`src/rtl/load_store_unit.sv`:
```
// Multicycle data-memory access stage: one word/byte load or store over a
// ready-handshaked bus, with misalignment and timeout faults.
module load_store_unit #(
  parameter int unsigned TIMEOUT_CYCLES = 16
) (
  input  logic        clk,
  input  logic        rst,
  input  logic        start,
  input  logic        is_load,
  input  logic        byte_en,
  input  logic [31:0] addr,
  input  logic [31:0] w_data,
  output logic        busy,
  output logic        done,
  output logic        fault,
  output logic [31:0] r_data,
  output logic        mem_req,
  output logic        mem_we,
  output logic [31:0] mem_addr,
  output logic [3:0]  mem_wstrb,
  output logic [31:0] mem_wdata,
  input  logic [31:0] mem_rdata,
  input  logic        mem_ready
);

  typedef enum logic [1:0] {StIdle, StAccess, StFinish} state_e;

  localparam logic [7:0] CntLast = 8'(TIMEOUT_CYCLES - 1);

  state_e      state_q, state_d;
  logic        is_load_q, is_load_d;
  logic        byte_en_q, byte_en_d;
  logic [31:0] addr_q, addr_d;
  logic [31:0] w_data_q, w_data_d;
  logic [7:0]  cnt_q, cnt_d;
  logic        fault_q, fault_d;
  logic [31:0] r_data_q, r_data_d;
  logic [31:0] load_data;

  always_comb begin
    load_data = mem_rdata;
    if (byte_en_q) begin
      unique case (addr_q[1:0])
        2'd0:    load_data = {24'b0, mem_rdata[7:0]};
        2'd1:    load_data = {24'b0, mem_rdata[15:8]};
        2'd2:    load_data = {24'b0, mem_rdata[23:16]};
        default: load_data = {24'b0, mem_rdata[31:24]};
      endcase
    end
  end

  always_comb begin
    state_d   = state_q;
    is_load_d = is_load_q;
    byte_en_d = byte_en_q;
    addr_d    = addr_q;
    w_data_d  = w_data_q;
    cnt_d     = cnt_q;
    fault_d   = fault_q;
    r_data_d  = r_data_q;
    unique case (state_q)
      StIdle: begin
        if (start) begin
          is_load_d = is_load;
          byte_en_d = byte_en;
          addr_d    = addr;
          w_data_d  = w_data;
          cnt_d     = 8'd0;
          // Misaligned word access faults without touching the bus
          if (!byte_en && (addr[1:0] != 2'b00)) begin
            state_d = StFinish;
            fault_d = 1'b1;
          end else begin
            state_d = StAccess;
            fault_d = 1'b0;
          end
        end
      end
      StAccess: begin
        if (mem_ready) begin
          state_d = StFinish;
          fault_d = 1'b0;
          if (is_load_q) r_data_d = load_data;
        end else if (cnt_q == CntLast) begin
          state_d = StFinish;
          fault_d = 1'b1;
        end else begin
          cnt_d = cnt_q + 8'd1;
        end
      end
      StFinish: state_d = StIdle;
      default:  state_d = StIdle;
    endcase
  end

  always_ff @(posedge clk) begin
    if (rst) begin
      state_q   <= StIdle;
      is_load_q <= 1'b0;
      byte_en_q <= 1'b0;
      addr_q    <= '0;
      w_data_q  <= '0;
      cnt_q     <= '0;
      fault_q   <= 1'b0;
      r_data_q  <= '0;
    end else begin
      state_q   <= state_d;
      is_load_q <= is_load_d;
      byte_en_q <= byte_en_d;
      addr_q    <= addr_d;
      w_data_q  <= w_data_d;
      cnt_q     <= cnt_d;
      fault_q   <= fault_d;
      r_data_q  <= r_data_d;
    end
  end

  always_comb begin
    busy      = (state_q != StIdle);
    done      = (state_q == StFinish);
    fault     = done & fault_q;
    r_data    = r_data_q;
    mem_req   = (state_q == StAccess);
    mem_we    = 1'b0;
    mem_addr  = '0;
    mem_wstrb = 4'b0000;
    mem_wdata = '0;
    if (mem_req) begin
      mem_we   = ~is_load_q;
      mem_addr = {addr_q[31:2], 2'b00};
      if (!is_load_q) begin
        if (byte_en_q) begin
          mem_wstrb = 4'b0001 << addr_q[1:0];
          mem_wdata = {4{w_data_q[7:0]}};
        end else begin
          mem_wstrb = 4'b1111;
          mem_wdata = w_data_q;
        end
      end
    end
  end

endmodule

```
`config.mk`:
```
export PLATFORM = sky130hd
export DESIGN_NAME = load_store_unit
export DESIGN_NICKNAME = d
export VERILOG_FILES = /design/src/rtl/load_store_unit.sv
export SDC_FILE = /design/constraint.sdc
export NUM_CORES = 1
export LEC_CHECK = 0
export CAP_MARGIN = 20
export CORE_UTILIZATION = 35
export CTS_CLUSTER_SIZE = 25
export DETAILED_ROUTE_END_ITERATION = 12
export GPL_TIMING_DRIVEN = 0
export MAX_ROUTING_LAYER = met4
export PLACE_DENSITY = 0.71
export SLEW_MARGIN = 20
export SYNTH_ARGS = -nofsm -noshare
export SYNTH_HDL_FRONTEND = slang
export SYNTH_SLANG_ARGS = --single-unit
```
`constraint.sdc`:
```
create_clock -name clk -period 1.8 [get_ports clk]
set_input_delay 0.36 -clock clk [delete_from_list [all_inputs] [get_ports clk]]
set_output_delay 0.36 -clock clk [all_outputs]
set_load 0.03 [all_outputs]
```
==> flow_summary.json, run 1 <==
{
  "status": "finished, violations left",
  "failed_checks": "setup timing",
  "cp-startpoint": "state_q[1]",
  "synthCells": 641,
  "wl_per_cell_um": 16.4,
  "placed_area_mm2": 0.00719,
  "first_global_vias": 4831,
  "initial_core_util_pct": 36.3,
  "tritoncts": "done",
  "synth.area.top_cells": "dfxtp_1 45%, nand2_1 15%, a21oi_1 13%, and2_1 5.2%, nand3_1 2.9%",
  "cts_buffer_depth": 2,
  "grt.busiest_layer": "met2",
  "io_buffers": 202,
  "clk_pin_slew_ns": 0.07,
  "final_common_cell": "nand2_1",
  "finalPower_w": 0.00594,
  "hp-class": "primary input to register",
  "crit_required_ns": 1.44,
  "antenna_cells": 0,
  "clk-insertion-delay-late_ns": 0.35,
  "grt_util_met2_pct": 37.8,
  "routed_wl_um": 17200,
  "p_leak_nw": 3.15,
  "worst_ir_drop_vdd_v": 0.000463,
  "dr.pass1.iters": 7,
  "rsz0062_at_grt": "true",
  "synth.top_cell.area_share_pct": 45.1,
  "layout_worst_path_cycle_share_pct": 109,
  "r2r_slack_ns": 0.13,
  "tns_ns": -6.34,
  "grt_overflow": 0,
  "dpl.hpwl_um": 12200,
  "crit_end": "mem_wstrb[2]",
  "die_area_mm2": 0.0143,
  "ant_nets": 0,
  "gp_congestion": 0.848,
  "cts_buffers": 9,
  "yosysSeqAreaShare_pct": 45.1,
  "die_h_um": 120,
  "num_io_pins": 207,
  "path_class": "register to output pin",
  "num_vias": 5270,
  "syn-cell-area_mm2": 0.00484,
  "hold_violations": 0,
  "netlist-cell-type-count": 39,
  "fmaxAchievable_ghz": 0.511,
  "fin_skew_ns": 0.00766,
  "viasPerCell": 5.02,
  "ctsHoldBuffers": 0,
  "end_kind": "output pin",
  "ys_ff_latch": 109,
  "syn_to_final_growth_pct": 70.2,
  "r2r_start": "state_q[0]",
  "grt_util_met1_pct": 32.4,
  "worst_pin_slew_ns": 0.708,
  "reg2reg_to": "cnt_q[5]",
  "grt_pass1_wl_um": 26400,
  "finalMaxSlewViolations": 0,
  "final_cell_mix": "191 x nand2_1, 128 x clkdlybuf4s50_1, 105 x dfxtp_1, 97 x a21oi_1, 69 x buf_6",
  "die_x_um": 120,
  "grtUsageTotal_pct": 24.6,
  "layout.nets": 972,
  "drv_cap": 0,
  "setup_slack_ns": -0.158,
  "drtIter0Drc": 518,
  "grt_use_met3_pct": 5.85,
  "grt_max_degree": 18,
  "coreArea_mm2": 0.0133,
  "drive_above_1_share_pct": 25.4,
  "htree_num_levels": 3,
  "grt_antenna_before_repair": 0,
  "finalCriticalPeriod_ns": 1.96,
  "stdcell_area_mm2": 0.00824,
  "rows": 42,
  "syn_area_per_cell_um2": 7.55,
  "setup_viol": 56,
  "cp_max_fo": 7,
  "yosysTopAreaCell": "dfxtp_1",
  "rr_worst_depth": 4,
  "powerDensity_mw_per_mm2": 721,
  "arrival_ns": 1.60,
  "cp-start-kind": "register",
  "drc": 0,
  "cts-root-buf": "clkbuf_16",
  "yosysWarnings": 0,
  "slew-limit-headroom_pct": 51.6,
  "clock-sinks": 109
}
-- cell type report --
type	instances	area, um2
clock inverters	5	82.6
repair buffers	219	2300
clock buffers	10	239
fillers	1189	5110
plain buffers	50	338
well taps	176	220
flip-flops and latches	109	2190
multi-input cells	476	2840
inverters	4	23.8
-- worst min-delay path by stage --
stage          slack, ns       start    endpoint  depth (start not counted)
2_1_floorplan       0.43  addr_q[10]  addr_q[10]                          2
3_3_place_gp        0.44  addr_q[16]  addr_q[16]                          2
3_5_place_dp        0.44   addr_q[7]   addr_q[7]                          2
4_1_cts             0.39   mem_ready  state_q[0]                          3
5_1_grt             0.43   mem_ready  state_q[0]                          3
6_report            0.41   mem_ready  state_q[0]                          3
-- layer usage --
| layer | part of all wire [%] | wire length [um] | vias up |
|---|---|---|---|
| met5 | 0 | 0 | - |
| met4 | 1.4 | 248 | 0 |
| met3 | 8.0 | 1370 | 22 |
| met1 | 44 | 7550 | 2420 |
| li1 | - | - | 2609 |
| met2 | 47 | 7980 | 219 |
-- report_power, final --
| group | leakage (nW) | switching [W] | total [W] | internal [W] |
|---|---|---|---|---|
| registers | 0.892 | 0.0000718 | 0.00259 | 0.00252 |
| logic | 2.10 | 0.000616 | 0.00117 | 0.000552 |
| clock network | 0.159 | 0.000921 | 0.00218 | 0.00126 |
| total | 3.15 | 0.00161 | 0.00594 | 0.00433 |
-- sequential cells by signal (all words and copies together) (netlist names) --
| register | cells |
|---|---|
| fault_q | 1 |
| w_data_q | 32 |
| addr_q | 32 |
| state_q | 2 |
| r_data | 32 |
| byte_en_q | 1 |
| is_load_q | 1 |
| cnt_q | 8 |
-- logic make-up after synthesis --
logic type      after synthesis  synth area share, %
fa+ha+maj                     1                0.258
simple gates                303                 27.8
other cells                   1               0.0775
compound gates              158                 18.4
flops                       109                 45.1
mux                           9                 2.77
buf+inv                      57                 5.09
xor+xnor                      3                0.543
-- timing repair --
item / in CTS / in global routing
pin swaps: 0 / 4
buffers inserted: 8 / 4
resized for setup: 572 / 60
endpoints found under the setup margin: 142 / 139
cloned: 5 / 0
-- through the flow --
stage          setup WS [ns]  cells  utilization, %  hold slack [ns]
2_1_floorplan        -0.0405    642               -            0.432
3_3_place_gp          -0.994   1020            53.9            0.437
3_5_place_dp          -0.943   1020            53.9            0.442
4_1_cts               -0.250   1047            60.5            0.392
5_1_grt               -0.201   1049            61.7            0.428
6_report              -0.158   1049            61.7            0.405
-- cell usage after synthesis (all sizes together) --
library cell,instances
nand4,1
inv,3
mux2,5
or4,4
or2,1
clkbuf,35
mux4,3
a21oi,124
nor3,4
and3,1
conb,1
nand2,198
a222oi,5
a32o,5
nand2b,7
o21ai,5
nor2,13
xnor2,3
mux2i,1
ha,1
clkinv,1
a21o,1
and2,40
buf,18
o31ai,2
a21boi,2
nor3b,2
a211oi,10
dfxtp,109
or3,2
or4b,1
o21bai,1
nand3,28
a2111oi,3
nor2b,1
-- critical path, stage by stage (launching register included) --
cell and delay, ns:
dfxtp_4 0.36, nand2b_4 0.16, inv_6 0.07, nand2b_4 0.07, buf_12 0.16, buf_12 0.14
a21oi_4 0.14, buf_6 0.15
Power figures use the tool's default switching activity.
==> run 2, diff against run 1 <==
--- a/config.mk
+++ b/config.mk
@@ -6,12 +6,13 @@
 export NUM_CORES = 1
 export LEC_CHECK = 0
 export CAP_MARGIN = 20
+export CORE_MARGIN = 3
 export CORE_UTILIZATION = 35
 export CTS_CLUSTER_SIZE = 25
 export DETAILED_ROUTE_END_ITERATION = 12
 export GPL_TIMING_DRIVEN = 0
 export MAX_ROUTING_LAYER = met4
-export PLACE_DENSITY = 0.71
+export PLACE_DENSITY = 0.81
 export SLEW_MARGIN = 20
 export SYNTH_ARGS = -nofsm -noshare
 export SYNTH_HDL_FRONTEND = slang
==> run 2 against run 1 <==
The run still ends with setup timing left; die area is 6.8% higher; maximum frequency is 0.96% higher; clock power is 13% lower; critical path type unchanged; largest cell class unchanged; highest routed layer unchanged.
==> flow_summary.json, run 2 (synthesis results as in run 1) <==
{
  "finalCriticalPeriod_ns": 1.94,
  "slew-limit-headroom_pct": 64.2,
  "num_io_pins": 207,
  "dpl_worst_slack_ns": -1.03,
  "gp_congestion": 0.917,
  "sw_frac_of_total_pct": 27.9,
  "syn_to_final_growth_pct": 67.6,
  "placed_area_mm2": 0.00719,
  "cts_buffer_depth": 2,
  "powerDensity_mw_per_mm2": 696,
  "layout.nets": 969,
  "cts-root-buf": "clkbuf_16",
  "arrival_ns": 1.58,
  "setup_viol": 54,
  "hold_violations": 0,
  "dpl.hpwl_um": 12800,
  "first_global_vias": 5097,
  "grt_overflow": 0,
  "grtUsageTotal_pct": 23.3,
  "crit_end": "mem_wdata[31]",
  "stdcell_area_mm2": 0.00812,
  "final_cell_mix": "192 x nand2_1, 130 x clkdlybuf4s50_1, 104 x dfxtp_1, 97 x a21oi_1, 59 x buf_6",
  "net-switching-power_w": 0.00157,
  "htree_num_levels": 3,
  "r2r_slack_ns": 0.13,
  "internal-power_w": 0.00408,
  "failed_checks": "setup timing",
  "grt_pass1_wl_um": 26700,
  "post-route-util_pct": 60.6,
  "rsz0062_at_grt": "true",
  "hp-class": "primary input to register",
  "cp-startpoint": "state_q[1]",
  "power.clock.fraction_pct": 33.6,
  "worst_pin_slew_ns": 0.523,
  "drc": 0,
  "crit_required_ns": 1.44,
  "dr.pass1.iters": 5,
  "clk-insertion-delay-late_ns": 0.35,
  "rr_worst_depth": 7,
  "status": "finished, violations left",
  "num_vias": 5379,
  "rows": 42,
  "io_buffers": 202,
  "die_area_mm2": 0.0153,
  "finalMaxSlewViolations": 0,
  "drtIter0Drc": 391,
  "setup_slack_ns": -0.139,
  "path_class": "register to output pin",
  "ctsHoldBuffers": 0,
  "p_leak_nw": 3.06,
  "clock-sinks": 109,
  "ant_nets": 0,
  "clk_pin_slew_ns": 0.07,
  "layout_worst_path_cycle_share_pct": 108,
  "cts_buffers": 9,
  "drive_above_1_share_pct": 24.3,
  "routed_wl_um": 17900,
  "coreArea_mm2": 0.0134,
  "die_h_um": 124,
  "final_common_cell": "nand2_1",
  "drv_cap": 0,
  "cp-start-kind": "register",
  "viasPerCell": 5.13,
  "r2r_start": "state_q[1]",
  "grt_antenna_before_repair": 1,
  "grt_max_degree": 17,
  "fmaxAchievable_ghz": 0.516,
  "finalPower_w": 0.00565,
  "cp_max_fo": 5,
  "initial_core_util_pct": 36.1,
  "fin_skew_ns": 0.00560,
  "hold_ws_ns": 0.413,
  "reg2reg_to": "w_data_q[1]",
  "end_kind": "output pin",
  "tritoncts": "done",
  "wl_per_cell_um": 17.1,
  "pwr-share-comb_pct": 20.5,
  "seqPwrFrac_pct": 45.9,
  "die_x_um": 124,
  "worst_ir_drop_vdd_v": 0.000388
}
-- run 2: cell types whose count changed in the layout (fill, tap and decap cells not counted), moves of 3 or more --
cell / change
and2_1: +7
and2_4: -6
buf_4: +5
buf_6: -10
clkbuf_1: +3
-- run 2: worst min-delay path by stage --
stage,endpoint,depth (start not counted),from,slack (ns)
finish,cnt_q[0],3,mem_ready,0.41
global route,cnt_q[0],3,mem_ready,0.45
CTS,cnt_q[0],3,mem_ready,0.40
detailed placement,r_data[31],2,r_data[31],0.44
global placement,addr_q[21],2,addr_q[21],0.44
floorplan,addr_q[10],2,addr_q[10],0.43
-- run 2: per-stage QoR --
stage                     cells  setup TNS, ns
after detailed placement   1020         -81.38
after global routing       1048          -6.96
after global placement     1020         -74.41
final                      1048          -4.40
after floorplan             642         -0.961
after CTS                  1046         -11.17
-- run 2: timing repair --
item,in CTS,in global routing
hold endpoints to repair,0,0
gates cloned,5,0
setup buffers,7,4
pin swaps,9,0
setup endpoints to repair,149,130
gates resized for setup,549,62
-- run 2: final cells by class --
class                   count  area, um2
fillers                  1182       5290
multi-input cells         476       2820
repair buffers            216       2220
flip-flops and latches    109       2200
plain buffers              50        353
clock buffers              13        260
well taps                 176        220
inverters                   4       26.3
clock inverters             3       20.0
diodes                      1       2.50
-- run 2: per-layer routing --
layer  vias to the layer above  wire length (um)  GRT usage, %
met4                         0               370          7.20
met2                       236              8550          37.0
met3                        27              1420          5.63
met5                         -                 0             -
li1                       2603                 -             -
met1                      2513              7590          29.3
-- run 2: power by group through the flow --
stage	clock network, W	registers (W)	logic [W]
after global routing	0.00203	0.00261	0.00124
final	0.00190	0.00260	0.00116
after global placement	0	0.00263	0.000974
after floorplan	0	0.00263	0.000514
after detailed placement	0	0.00263	0.000985
after CTS	0.00194	0.00259	0.00112
-- run 2: critical path: stages, from the launching register on --
cell and delay [ns]:
dfxtp_4 0.35, nand2b_4 0.16, inv_6 0.07, nand2b_4 0.06, buf_4 0.15, buf_8 0.14
a21oi_4 0.15, buf_6 0.15
==> run 3, diff against run 2 <==
--- a/config.mk
+++ b/config.mk
@@ -10,6 +10,7 @@
 export CORE_UTILIZATION = 35
 export CTS_CLUSTER_SIZE = 25
 export DETAILED_ROUTE_END_ITERATION = 12
+export GPL_ROUTABILITY_DRIVEN = 0
 export GPL_TIMING_DRIVEN = 0
 export MAX_ROUTING_LAYER = met4
 export PLACE_DENSITY = 0.81
==> run 3 against run 2 <==
The run still ends with setup timing left; first-iteration DRC count is 2.8% higher; clock skew grew 0.0044 ns; core utilization increased by 0.10 points; combinational power about the same; global-route usage down 0.072 points; worst setup slack worse by 0.015 ns; non-clock buffer count shrank 1; routed wire length is 0.46% lower; clock power up 8%; maximum frequency decreased by 0.75%.
==> flow_summary.json, run 3 (synthesis results as in run 1) <==
{
  "grt_antenna_before_repair": 1,
  "dpl.hpwl_um": 12600,
  "powerDensity_mw_per_mm2": 713,
  "drv_cap": 0,
  "die_h_um": 124,
  "drc": 0,
  "worst_pin_slew_ns": 0.575,
  "drive_above_1_share_pct": 24.5,
  "post-route-util_pct": 60.7,
  "slew-limit-headroom_pct": 61.7,
  "failed_checks": "setup timing",
  "num_io_pins": 207,
  "hold_violations": 0,
  "viasPerCell": 5.13,
  "clk-insertion-delay-late_ns": 0.35,
  "crit_required_ns": 1.44,
  "cp_cell_sequence": "nand2b_4 > inv_6 > nand2b_4 > buf_12 > buf_16 > a21oi_4 > buf_6",
  "htree_num_levels": 3,
  "ctsHoldBuffers": 0,
  "initial_core_util_pct": 36.1,
  "worst_ir_drop_vdd_v": 0.000472,
  "critPathMaxStageDelay_ns": 0.35,
  "fin_skew_ns": 0.00999,
  "die_x_um": 124,
  "worst_path_max_delay_cell": "dfxtp_4",
  "grt_pass1_wl_um": 26500,
  "cts_buffers": 9,
  "grtUsageTotal_pct": 23.2,
  "setup_viol": 53,
  "setup_slack_ns": -0.154,
  "clk_pin_slew_ns": 0.07,
  "crit_top_cell": "nand2b_4",
  "clock-sinks": 109,
  "status": "finished, violations left",
  "final_common_cell": "nand2_1",
  "cts_buffer_depth": 2,
  "critPathBufInv": 4,
  "syn_to_final_growth_pct": 67.9,
  "die_area_mm2": 0.0153,
  "rsz0062_at_grt": "true",
  "cp_max_fo": 7,
  "layout.nets": 968,
  "first_global_vias": 5082,
  "routed_wl_um": 17900,
  "finalCriticalPeriod_ns": 1.95,
  "p_leak_nw": 3.09,
  "grt_max_degree": 18,
  "path_delay_family": "buffers and inverters",
  "hp-class": "primary input to register",
  "drtIter0Drc": 402,
  "dr.pass1.iters": 5,
  "end_kind": "output pin",
  "cts-root-buf": "clkbuf_16",
  "cp-start-kind": "register",
  "arrival_ns": 1.59,
  "layout_worst_path_cycle_share_pct": 109,
  "wl_per_cell_um": 17.1,
  "rows": 42,
  "final_cell_mix": "191 x nand2_1, 129 x clkdlybuf4s50_1, 105 x dfxtp_1, 97 x a21oi_1, 59 x buf_6",
  "tritoncts": "done",
  "path_class": "register to output pin",
  "finalMaxSlewViolations": 0,
  "io_buffers": 202,
  "hold_ws_ns": 0.395,
  "ant_nets": 0,
  "num_vias": 5371,
  "finalPower_w": 0.00579,
  "fmaxAchievable_ghz": 0.512,
  "coreArea_mm2": 0.0134,
  "grt_overflow": 0
}
[run 3: cell count changes in the layout (fill, tap and decap cells not counted), sizes merged, moves of 2 or more]
cell	before	now
clkinv	2	4
clkinvlp	2	0
clkdlybuf4s15	0	2
clkbuf	48	45
[run 3: worst paths after layout]
kind                   end  cells past startpoint  startpoint  slack [ns]
min             state_q[0]                      3   mem_ready        0.39
min reg2reg     addr_q[12]                      2  addr_q[12]        0.45
max          mem_wdata[22]                      7  state_q[1]       -0.15
max reg2reg       cnt_q[3]                      6  state_q[1]        0.08
[run 3: through the flow]
step                      TNS (ns)  setup WS, ns  area [um2]  std cells
after floorplan             -0.961       -0.0405        4950        642
after global placement      -76.49         -1.04        7190       1020
after detailed placement    -76.20         -1.07        7190       1020
after CTS                   -10.60        -0.233        8040       1047
after global routing         -7.07        -0.208        8130       1047
final                        -3.98        -0.154        8130       1047
[run 3: final cells by class]
| class | instances | area, um2 |
|---|---|---|
| Inverter | 4 | 26.3 |
| Timing Repair Buffer | 216 | 2220 |
| Tap cell | 176 | 220 |
| Clock inverter | 5 | 57.6 |
| Antenna cell | 1 | 2.50 |
| Fill cell | 1170 | 5270 |
| Multi-Input combinational cell | 476 | 2820 |
| Buffer | 49 | 342 |
| Clock buffer | 11 | 243 |
| Sequential cell | 109 | 2190 |
[run 3: worst min-delay path: stages]
cell	delay, ns
buf_2	0.16
or3_1	0.13
a21oi_1	0.05
[run 3: what timing repair did]
| action | in CTS | in global routing |
|---|---|---|
| resized for setup | 569 | 47 |
| endpoints found under the setup margin | 143 | 141 |
| pin swaps | 9 | 0 |
| gates cloned | 4 | 1 |
| hold endpoints to repair | 0 | 0 |
| setup buffers | 9 | 3 |
[run 3: power by group]
group	total, W	switching (W)	internal (W)
sequential	0.00259	0.0000740	0.00252
clock	0.00205	0.000927	0.00112
combinational	0.00115	0.000614	0.000536
total	0.00579	0.00161	0.00418
[run 3: layer usage]
metal / track usage (%) / vias up / wire length [um]
met3: 5.86 / 32 / 1570
met5: - / - / 0
met4: 7.61 / 0 / 432
met1: 29.4 / 2503 / 7400
li1: - / 2607 / -
met2: 36.3 / 229 / 8460
